## config.mk

```make
export PLATFORM = sky130hd
export DESIGN_NAME = alsu_driver
export DESIGN_NICKNAME = d
export VERILOG_FILES = /design/src/rtl/alsu_pkg.sv /design/src/rtl/alsu_driver.sv
export SDC_FILE = /design/constraint.sdc
export NUM_CORES = 1
export LEC_CHECK = 0
export BUFFER_PORTS_ARGS = -buffer_cell sky130_fd_sc_hd__buf_2
export CELL_PAD_IN_SITES_DETAIL_PLACEMENT = 1
export CELL_PAD_IN_SITES_GLOBAL_PLACEMENT = 1
export CORE_ASPECT_RATIO = 1.1
export CORE_MARGIN = 3
export CORE_UTILIZATION = 33
export CTS_CLUSTER_SIZE = 24
export DETAILED_ROUTE_END_ITERATION = 10
export GPL_ROUTABILITY_DRIVEN = 0
export PLACE_DENSITY = 0.86
export SYNTH_ARGS = -nofsm -noshare
export SYNTH_HDL_FRONTEND = slang
export SYNTH_SLANG_ARGS = --single-unit
```

## constraint.sdc

```tcl
create_clock -name clk -period 1.55 [get_ports clk]
set_input_delay 0 -clock clk [delete_from_list [all_inputs] [get_ports clk]]
set_output_delay 0 -clock clk [all_outputs]
set_load 0.01 [all_outputs]
```

## src/rtl/alsu_pkg.sv

```systemverilog
// Shared definitions for the alsu pin driver: opcodes, FSM states, latched request
// record and the invalid-opcode decode.
package alsu_pkg;

    localparam logic [2:0] OP_OR     = 3'd0;
    localparam logic [2:0] OP_XOR    = 3'd1;
    localparam logic [2:0] OP_ADD    = 3'd2;
    localparam logic [2:0] OP_MULT   = 3'd3;
    localparam logic [2:0] OP_SHIFT  = 3'd4;
    localparam logic [2:0] OP_ROTATE = 3'd5;

    typedef enum logic [2:0] {
        S_IDLE    = 3'd0,
        S_PRELOAD = 3'd1,
        S_APPLY   = 3'd2,
        S_DRAIN   = 3'd3,
        S_CAPTURE = 3'd4,
        S_RESP    = 3'd5
    } state_t;

    typedef struct packed {
        logic [2:0] opcode;
        logic [2:0] a;
        logic [2:0] b;
        logic       cin;
        logic       serial_in;
        logic       direction;
        logic       red_op_a;
        logic       red_op_b;
        logic       bypass_a;
        logic       bypass_b;
    } req_t;

    // Reduction ops are only legal on OR/XOR; opcodes 6 and 7 are never legal.
    function automatic logic is_invalid(input logic [2:0] opcode,
                                        input logic       red_a,
                                        input logic       red_b);
        return ((red_a | red_b) & (opcode[1] | opcode[2])) | (opcode[1] & opcode[2]);
    endfunction

endpackage

```

## src/rtl/alsu_driver.sv

```systemverilog
// Initiator for one alsu instance: takes a request, drives the alsu pins for an optional
// preload cycle plus reps command cycles, waits out the pipeline and returns out/leds.
module alsu_driver
    import alsu_pkg::*;
#(
    parameter int LATENCY = 2,
    parameter int REPS_W  = 4
) (
    input  logic              clk,
    input  logic              rst,
    input  logic              req_valid,
    output logic              req_ready,
    input  logic [2:0]        req_opcode,
    input  logic [2:0]        req_a,
    input  logic [2:0]        req_b,
    input  logic              req_cin,
    input  logic              req_serial_in,
    input  logic              req_direction,
    input  logic              req_red_op_a,
    input  logic              req_red_op_b,
    input  logic              req_bypass_a,
    input  logic              req_bypass_b,
    input  logic              req_preload,
    input  logic [REPS_W-1:0] req_reps,
    output logic [2:0]        alsu_A,
    output logic [2:0]        alsu_B,
    output logic              alsu_cin,
    output logic              alsu_serial_in,
    output logic              alsu_red_op_A,
    output logic              alsu_red_op_B,
    output logic [2:0]        alsu_opcode,
    output logic              alsu_bypass_A,
    output logic              alsu_bypass_B,
    output logic              alsu_direction,
    input  logic [5:0]        alsu_out,
    input  logic [15:0]       alsu_leds,
    output logic              resp_valid,
    input  logic              resp_ready,
    output logic [5:0]        resp_out,
    output logic [15:0]       resp_leds,
    output logic              resp_invalid
);

    localparam int LAT_W = (LATENCY > 1) ? $clog2(LATENCY) : 1;
    localparam int CNT_W = (REPS_W > LAT_W) ? REPS_W : LAT_W;
    localparam logic [CNT_W-1:0] DRAIN_LOAD = CNT_W'((LATENCY > 1) ? (LATENCY - 2) : 0);

    state_t           r_state, w_next;
    req_t             r_req, w_req;
    logic [CNT_W-1:0] r_cnt, w_cnt_nxt;
    logic [CNT_W-1:0] r_reps_m1;
    logic [CNT_W-1:0] w_req_reps_m1;
    logic [5:0]       r_resp_out;
    logic [15:0]      r_resp_leds;
    logic             r_resp_invalid;
    logic             w_accept;

    assign req_ready  = (r_state == S_IDLE);
    assign resp_valid = (r_state == S_RESP);
    assign w_accept   = req_valid && req_ready;

    // reps of 0 behaves as 1; counter holds remaining cycles minus one
    assign w_req_reps_m1 = (req_reps == '0) ? '0 : CNT_W'(req_reps - REPS_W'(1));

    assign w_req = '{opcode:    req_opcode,
                     a:         req_a,
                     b:         req_b,
                     cin:       req_cin,
                     serial_in: req_serial_in,
                     direction: req_direction,
                     red_op_a:  req_red_op_a,
                     red_op_b:  req_red_op_b,
                     bypass_a:  req_bypass_a,
                     bypass_b:  req_bypass_b};

    always_comb begin
        w_next    = r_state;
        w_cnt_nxt = r_cnt;
        case (r_state)
            S_IDLE: begin
                if (w_accept) begin
                    w_next    = req_preload ? S_PRELOAD : S_APPLY;
                    w_cnt_nxt = w_req_reps_m1;
                end
            end
            S_PRELOAD: begin
                w_next    = S_APPLY;
                w_cnt_nxt = r_reps_m1;
            end
            S_APPLY: begin
                if (r_cnt == '0) begin
                    if (LATENCY > 1) begin
                        w_next    = S_DRAIN;
                        w_cnt_nxt = DRAIN_LOAD;
                    end else begin
                        w_next = S_CAPTURE;
                    end
                end else begin
                    w_cnt_nxt = r_cnt - CNT_W'(1);
                end
            end
            S_DRAIN: begin
                if (r_cnt == '0) w_next = S_CAPTURE;
                else             w_cnt_nxt = r_cnt - CNT_W'(1);
            end
            S_CAPTURE: w_next = S_RESP;
            S_RESP:    if (resp_ready) w_next = S_IDLE;
            default:   w_next = S_IDLE;
        endcase
    end

    always_ff @(posedge clk or posedge rst) begin
        if (rst) begin
            r_state   <= S_IDLE;
            r_cnt     <= '0;
            r_req     <= '0;
            r_reps_m1 <= '0;
        end else begin
            r_state <= w_next;
            r_cnt   <= w_cnt_nxt;
            if (w_accept) begin
                r_req     <= w_req;
                r_reps_m1 <= w_req_reps_m1;
            end
        end
    end

    // CAPTURE sits exactly LATENCY cycles after the last APPLY cycle
    always_ff @(posedge clk or posedge rst) begin
        if (rst) begin
            r_resp_out     <= '0;
            r_resp_leds    <= '0;
            r_resp_invalid <= 1'b0;
        end else if (r_state == S_CAPTURE) begin
            r_resp_out     <= alsu_out;
            r_resp_leds    <= alsu_leds;
            r_resp_invalid <= is_invalid(r_req.opcode, r_req.red_op_a, r_req.red_op_b);
        end
    end

    assign resp_out     = r_resp_out;
    assign resp_leds    = r_resp_leds;
    assign resp_invalid = r_resp_invalid;

    // Pins are decoded straight from state so the alsu sees them in the same cycle.
    always_comb begin
        alsu_opcode    = OP_OR;
        alsu_A         = '0;
        alsu_B         = '0;
        alsu_cin       = 1'b0;
        alsu_serial_in = 1'b0;
        alsu_direction = 1'b0;
        alsu_red_op_A  = 1'b0;
        alsu_red_op_B  = 1'b0;
        alsu_bypass_A  = 1'b0;
        alsu_bypass_B  = 1'b0;
        case (r_state)
            S_PRELOAD: begin
                alsu_bypass_A = 1'b1;
                alsu_A        = r_req.a;
            end
            S_APPLY: begin
                alsu_opcode    = r_req.opcode;
                alsu_A         = r_req.a;
                alsu_B         = r_req.b;
                alsu_cin       = r_req.cin;
                alsu_serial_in = r_req.serial_in;
                alsu_direction = r_req.direction;
                alsu_red_op_A  = r_req.red_op_a;
                alsu_red_op_B  = r_req.red_op_b;
                alsu_bypass_A  = r_req.bypass_a;
                alsu_bypass_B  = r_req.bypass_b;
            end
            default: ;
        endcase
    end

endmodule
```

==> impl_metrics.json, run 1 <==
{
  "finalPower_mw": 6.152,
  "min_period_ps": 1599,
  "die_h_um": 94.17,
  "hold_class": "input port to flop",
  "grt-busiest-layer": "met2",
  "crit_required_ps": 1790,
  "cp_max_fo": 2,
  "crit_buf_inv": 1,
  "placed_area_um2": 2959,
  "seq_area_frac_synth_pct": 53.65,
  "ant_nets": 0,
  "start_util_pct": 34.76,
  "status": "finished, violations left",
  "clock_path_buffers": 2,
  "grt_util_met3_pct": 3.684,
  "routed_wl_mm": 7.260,
  "dr_total_vias": 2203,
  "maxSlewHeadroom_pct": 70.05,
  "clock-sinks": 50,
  "drv_slew": 0,
  "drive_above_1_share_pct": 44.97,
  "grtUsageMet1_pct": 18.75,
  "peakVddDrop_uv": 729.3,
  "violations": "setup timing",
  "crit_chain": "buf_4, nor3_1, xnor2_1, a221oi_1, o21a_1",
  "rsz0062_at_grt": "true",
  "final_cell_count_no_fill": 460,
  "fin_hold_ws_ps": 27.79,
  "holdCritStartpoint": "resp_ready",
  "port_buffers": 87,
  "skew_ps": 10.72,
  "syn_area_um2": 2332,
  "grt_pass1_vias": 2413,
  "h-tree-depth": 2,
  "firstDrtPassIters": 4,
  "whs_path_depth": 4,
  "cts_tree": "built",
  "stdcell_area_um2": 3610,
  "ys_ff_latch": 50,
  "yosysUniqueCellTypes": 34,
  "die_w_um": 86.16,
  "tightest_slew_ps": 448.5,
  "syn_nets": 276,
  "cap_violations": 0,
  "max_freq_mhz": 625.5,
  "critical_path.max_stage_delay_ps": 420,
  "start_kind": "flop",
  "fin_nets": 426,
  "path_class": "flop to flop",
  "core_um2": 6710,
  "clock_latency_ps": 310,
  "syn_area_per_cell_um2": 10.27,
  "die_area_um2": 8113,
  "finalHoldViolations": 0,
  "setup_viol_count_final": 1,
  "drt_iter0_drc": 48,
  "synth.area.top_cells": "dfrtp_1, mux2_2, nand2_1, and2_1, o21ai_0",
  "area_delta_synth_final_pct": 54.77,
  "numCtsBuffers": 5,
  "r2r_cells": 5,
  "cts_root_buffer": "clkbuf_8",
  "reg2reg_from": "r_cnt[1]$_DFFE_PP0P_",
  "end_kind": "flop",
  "drc_errors": 0,
  "grt_max_degree": 25,
  "syn_inst": 227,
  "rows": 31,
  "antenna_found_initial": 0,
  "cp.arrival_ps": 1840,
  "clk_pin_slew_ps": 100,
  "dp_cells": 404,
  "fin_ws_ps": -48.82,
  "wire_per_inst_um": 15.78,
  "p_leak_nw": 1.840,
  "grt_pass1_wl_mm": 11.10,
  "diodes": 0,
  "grt_util_met2_pct": 33.55,
  "hold_end": "r_state[2]$_DFFE_PP0P_",
  "synth_top_area_share_pct": 53.65,
  "critPathTopFamily": "compound AO/OA/AOI/OAI gates",
  "ios": 88,
  "cp_slowest_cell": "dfrtp_1",
  "synth_largest_area_cell": "dfrtp_1",
  "pre_cts_slack_ps": -97.84,
  "r2r_end": "r_cnt[3]$_DFFE_PP0P_",
  "hpwl_mm": 4.479,
  "regToRegSetupSlack_ps": -50,
  "ys.warnings.count": 0,
  "vias_per_cell": 4.789,
  "p_per_area_nw_per_um2": 1704,
  "grt-ovfl-total": 0,
  "period_share_pct": 103.1,
  "grtUsageTotal_pct": 17.41
}
-- layout by cell type, fill, tap and decap left out, drive strengths merged, types with 6 or more instances in the layout --
master       instances
nor2                10
dfrtp               50
a21oi                6
and2                16
buf                115
o21ai                9
mux2                23
nor3                 6
dlygate4sd3         40
nand2               61
-- metrics by stage --
stage,setup TNS (ps),util [%]
6_report,-48.82,53.79
4_1_cts,0,52.32
3_3_place_gp,0,44.10
3_5_place_dp,-223.0,44.10
5_1_grt,-283.2,53.79
2_1_floorplan,0,-
-- worst max-delay path by stage --
| stage | start | endpoint | depth (start not counted) |
|---|---|---|---|
| after floorplan | r_cnt[0]$_DFFE_PP0P_ | r_cnt[1]$_DFFE_PP0P_ | 5 |
| after global placement | r_cnt[1]$_DFFE_PP0P_ | r_cnt[1]$_DFFE_PP0P_ | 5 |
| after detailed placement | r_cnt[1]$_DFFE_PP0P_ | r_cnt[1]$_DFFE_PP0P_ | 5 |
| after CTS | r_cnt[1]$_DFFE_PP0P_ | r_cnt[3]$_DFFE_PP0P_ | 6 |
| after global routing | r_cnt[0]$_DFFE_PP0P_ | r_cnt[3]$_DFFE_PP0P_ | 5 |
| final | r_cnt[1]$_DFFE_PP0P_ | r_cnt[3]$_DFFE_PP0P_ | 5 |
-- cells by family (layout without fill, tap and decap cells) --
family	after synthesis	after routing	synth area share (%)
AOI/OAI and AO/OA	31	31	8.316
DFF	50	50	53.65
xor gates and xnor gates	3	3	1.127
muxes	23	23	11.11
and+or+nand+nor	102	102	20.92
buffers and inverters	16	167	3.809
adders and majority gates	2	2	1.073
-- sequential cells by signal (all words and copies together) (netlist names) --
name	count
r_cnt	4
r_reps_m1	4
r_req	16
r_state	3
resp_invalid	1
resp_leds	16
resp_out	6
-- Yosys cell counts (all sizes together) --
| cell | instances |
|---|---|
| a21oi | 6 |
| nand2b | 2 |
| a31oi | 2 |
| mux2 | 23 |
| ha | 2 |
| inv | 4 |
| clkbuf | 4 |
| nor3b | 2 |
| nor2b | 1 |
| a211oi | 1 |
| nor2 | 10 |
| or4b | 1 |
| o21a | 3 |
| xnor2 | 3 |
| or3b | 2 |
| o21ai | 9 |
| o22ai | 3 |
| dfrtp | 50 |
| nand2 | 61 |
| o31ai | 4 |
| and2 | 16 |
| a221oi | 2 |
| buf | 8 |
| nor4b | 1 |
| a311o | 1 |
| nor3 | 6 |
-- layer usage --
layer / up-vias / routed length, um
li1: 1065 / -
met1: 1042 / 2921
met2: 79 / 3769
met3: 17 / 419
met4: 0 / 149
met5: - / 0
-- report_power, final --
group / internal, mW / switching (mW)
sequential: 1.87 / 0.358
clock: 0.318 / 0.451
combinational: 1.59 / 1.57
-- worst reg2reg max path: cells and delay by family (launching register included) --
kind	cells	cell delay, ps
AOI/OAI and AO/OA	2	570
DFF	1	420
and+or+nand+nor	1	270
buffers and inverters	1	150
xor gates and xnor gates	1	130
-- area by class of cell --
class | instances | area [um2]
clock inverters | 3 | 21.27
repair buffers | 155 | 1070
flip-flops and latches | 50 | 1255
multi-input cells | 161 | 1077
fillers | 770 | 3100
clock buffers | 5 | 68.82
inverters | 4 | 15.01
well taps | 82 | 102.6
-- repair_timing --
item | CTS | global route
endpoints found under the hold margin | 58 | 0
setup buffers | 4 | 3
gates resized for setup | 11 | 20
pin swaps | 2 | 5
setup endpoints to repair | 25 | 34
gates cloned | 0 | 1
hold buffers | 40 | 0
Note: power is estimated with default switching activity, not from simulation.
==> run 2: changes to the inputs <==
--- a/config.mk
+++ b/config.mk
@@ -7,2 +7,3 @@
 export LEC_CHECK = 0
+export ABC_AREA = 1
 export BUFFER_PORTS_ARGS = -buffer_cell sky130_fd_sc_hd__buf_2
@@ -12,3 +13,3 @@
 export CORE_MARGIN = 3
-export CORE_UTILIZATION = 33
+export CORE_UTILIZATION = 31
 export CTS_CLUSTER_SIZE = 24
@@ -16,3 +17,3 @@
 export GPL_ROUTABILITY_DRIVEN = 0
-export PLACE_DENSITY = 0.86
+export PLACE_DENSITY = 0.85
 export SYNTH_ARGS = -nofsm -noshare
==> constraint.sdc (replaced) <==
create_clock -name clk -period 1.55 [get_ports clk]
set_input_delay 0.2325 -clock clk [delete_from_list [all_inputs] [get_ports clk]]
set_output_delay 0.2325 -clock clk [all_outputs]
set_load 0.01 [all_outputs]
==> run 2 against run 1 <==
Net effect: the run still ends with setup timing left; via count is 4.7% higher; count of clock-buffer cells in the layout up 1; critical path type is now flop to output pin; power grew 4.1%; die area rose by 7.2%; combinational power rose by 7.3%; cell count increased by 7.2%; register-to-register slack improved by 120 ps; non-clock buffer count down 51; synthesized cell count increased by 35%; clock power down 5.1%; flip-flop and latch count stayed put; critical endpoint is now alsu_B[0]; largest cell class unchanged; wire length shrank 9.5%.
==> impl_metrics.json, run 2 <==
{
  "final_util_pct": 43.68,
  "wire_per_inst_um": 13.33,
  "port_buffers": 87,
  "finalHoldViolations": 0,
  "synth_compound_area_share_pct": 7.423,
  "crit_required_ps": 1320,
  "cp_slowest_cell": "dfrtp_2",
  "firstDrtPassIters": 4,
  "drc_errors": 0,
  "period_share_pct": 103.2,
  "fin_hold_ws_ps": 123.5,
  "ys.warnings.count": 0,
  "maxSlewHeadroom_pct": 79.53,
  "area_delta_synth_final_pct": 33.40,
  "tightest_slew_ps": 307.0,
  "critPathTopFamily": "flip-flops",
  "skew_ps": 6.301,
  "yosysUniqueCellTypes": 25,
  "synth_mux_area_share_pct": 0,
  "clock_path_buffers": 2,
  "synthTopCellsByCount": "nand2_1, dfrtp_1, inv_1",
  "drv_slew": 0,
  "max_freq_mhz": 625.0,
  "fin_ws_ps": -50.03,
  "die_h_um": 97.51,
  "hold_class": "input port to flop",
  "grt_pass1_vias": 2359,
  "violations": "setup timing",
  "synth-edff-count": 0,
  "drive_above_1_share_pct": 33.82,
  "core_um2": 7207,
  "clock-sinks": 50,
  "synthFlopType": "dfrtp_1",
  "synth_simple_gate_area_share_pct": 29.53,
  "finalPower_mw": 6.405,
  "clock_latency_ps": 300,
  "min_period_ps": 1600,
  "cap_violations": 0,
  "cp.arrival_ps": 1370,
  "vias_per_cell": 4.680,
  "p_leak_nw": 1.777,
  "clk_pin_slew_ps": 90,
  "setup_tns_ps": -645.9,
  "p_per_area_nw_per_um2": 2034,
  "synth_fa_ha_area_share_pct": 1.060,
  "end_kind": "output pin",
  "seq_area_frac_synth_pct": 53.02,
  "rsz0062_at_grt": "true",
  "status": "finished, violations left",
  "drt_iter0_drc": 66,
  "numCtsBuffers": 5,
  "start_util_pct": 32.74,
  "setup_viol_count_final": 16,
  "layout_commonest_cell": "nand2_1",
  "grt_max_degree": 51,
  "ys_async_sr_fraction_pct": 100.0,
  "dr_total_vias": 2307,
  "diodes": 0,
  "regToRegSetupSlack_ps": 70,
  "cts_tree": "built",
  "syn_inst": 306,
  "fillers": 916,
  "die_w_um": 89.19,
  "yosysMostFrequentCell": "nand2_1",
  "fin_nets": 457,
  "placed_area_um2": 2898,
  "synth.area.top_cells": "dfrtp_1, nand2_1, inv_1, nor2_1, o21ai_1",
  "die_area_um2": 8696,
  "antenna_found_initial": 0,
  "crit_chain": "nor2_4, nand2_4, buf_12, nor2_1, buf_2",
  "critical_path.max_stage_delay_ps": 460,
  "synth_top_area_share_pct": 53.02,
  "h-tree-depth": 2,
  "routed_wl_mm": 6.571,
  "syn_area_um2": 2360,
  "crit_buf_inv": 2,
  "syn_area_per_cell_um2": 7.712,
  "stdcell_area_um2": 3148,
  "peakVddDrop_uv": 765.2,
  "rows": 32,
  "grt_pass1_wl_mm": 10.49,
  "synth_xor_area_share_pct": 0.3712,
  "cts_root_buffer": "clkbuf_8",
  "grt-ovfl-total": 0,
  "ios": 88,
  "mostFrequentLayoutCells": "nand2_1, buf_2, dfrtp_1",
  "synth_top_family_by_area": "simple AND/OR/NAND/NOR gates",
  "path_class": "flop to output pin",
  "ant_nets": 0,
  "syn_nets": 355,
  "ys_ff_latch": 50,
  "synth_largest_area_cell": "dfrtp_1",
  "start_kind": "flop",
  "cp_max_fo": 12,
  "grtUsageTotal_pct": 15.09,
  "hpwl_mm": 4.729
}
==> run 2: cell types whose count changed after synthesis, moves of 15 or more <==
cell     before  now
o21ai_1       1   17
nand2_1      61  136
and2_1       16    0
inv_1         3   32
nor2_1       10   25
mux2_2       22    0
==> run 2: where the power goes <==
part / internal (mW) / switching, mW / total, mW / leakage (nW)
Clock: 0.310 / 0.420 / 0.730 / 0.0373
Sequential: 1.96 / 0.325 / 2.28 / 0.602
Combinational: 1.39 / 2.01 / 3.39 / 1.14
==> run 2: stage by stage <==
step / cells / worst slack [ps]
2_1_floorplan: 306 / 116.3
3_3_place_gp: 476 / 154.0
3_5_place_dp: 476 / 47.46
4_1_cts: 491 / -72.59
5_1_grt: 493 / -132.3
6_report: 493 / -50.03
==> run 2: routing by layer <==
metal  wire (um)  vias up  track usage (%)
li1            -     1132                -
met1        2720     1101            16.80
met2        3383       65            27.62
met3         369        9            3.647
met4          97        0            4.238
met5           0        -                0
==> run 2: area by class of cell <==
class,instances,area (um2),area share [%]
Sequential cell,50,1252,39.79
Inverter,35,143.9,4.571
Clock inverter,1,7.507,0.2385
Clock buffer,6,72.57,2.305
Timing Repair Buffer,104,598.1,19.00
Tap cell,85,106.4,3.378
Multi-Input combinational cell,212,967.2,30.72
==> run 2: cells by family (layout without fill, tap and decap cells) <==
kind of cell / count (synthesis) / count (layout)
AND/OR/NAND/NOR: 175 / 175
flip-flops: 50 / 50
buffers and inverters: 44 / 146
AO/OA/AOI/OAI: 34 / 34
adder cells (fa/ha/maj): 2 / 2
XOR/XNOR: 1 / 1
==> run 2: path summary, 6_finish.rpt <==
check,startpoint,endpoint,depth (start not counted)
worst min register to register,resp_invalid$_DFFE_PP0P_,resp_invalid$_DFFE_PP0P_,2
worst max-delay path,r_state[2]$_DFFE_PP0P_,alsu_B[0],5
max in group asynchronous,rst,r_state[2]$_DFFE_PP0P_,4
min in group asynchronous,rst,r_req[13]$_DFFE_PP0P_,4
worst min-delay path,alsu_leds[14],resp_leds[14]$_DFFE_PP0P_,3
worst max register to register,r_state[1]$_DFFE_PP0P_,r_state[0]$_DFFE_PP0P_,10
==> run 2: what timing repair did <==
| action | 4_1_cts | 5_1_grt |
|---|---|---|
| hold buffers | 1 | 0 |
| pin swaps | 6 | 3 |
| resized for setup | 21 | 11 |
| setup endpoints to repair | 17 | 44 |
| buffers inserted | 7 | 2 |
| endpoints found under the hold margin | 50 | 0 |
==> run 2: worst min-delay path, cell delays in order <==
cell     delay, ps
buf_2           70
nand2_1         40
nand2_1         40
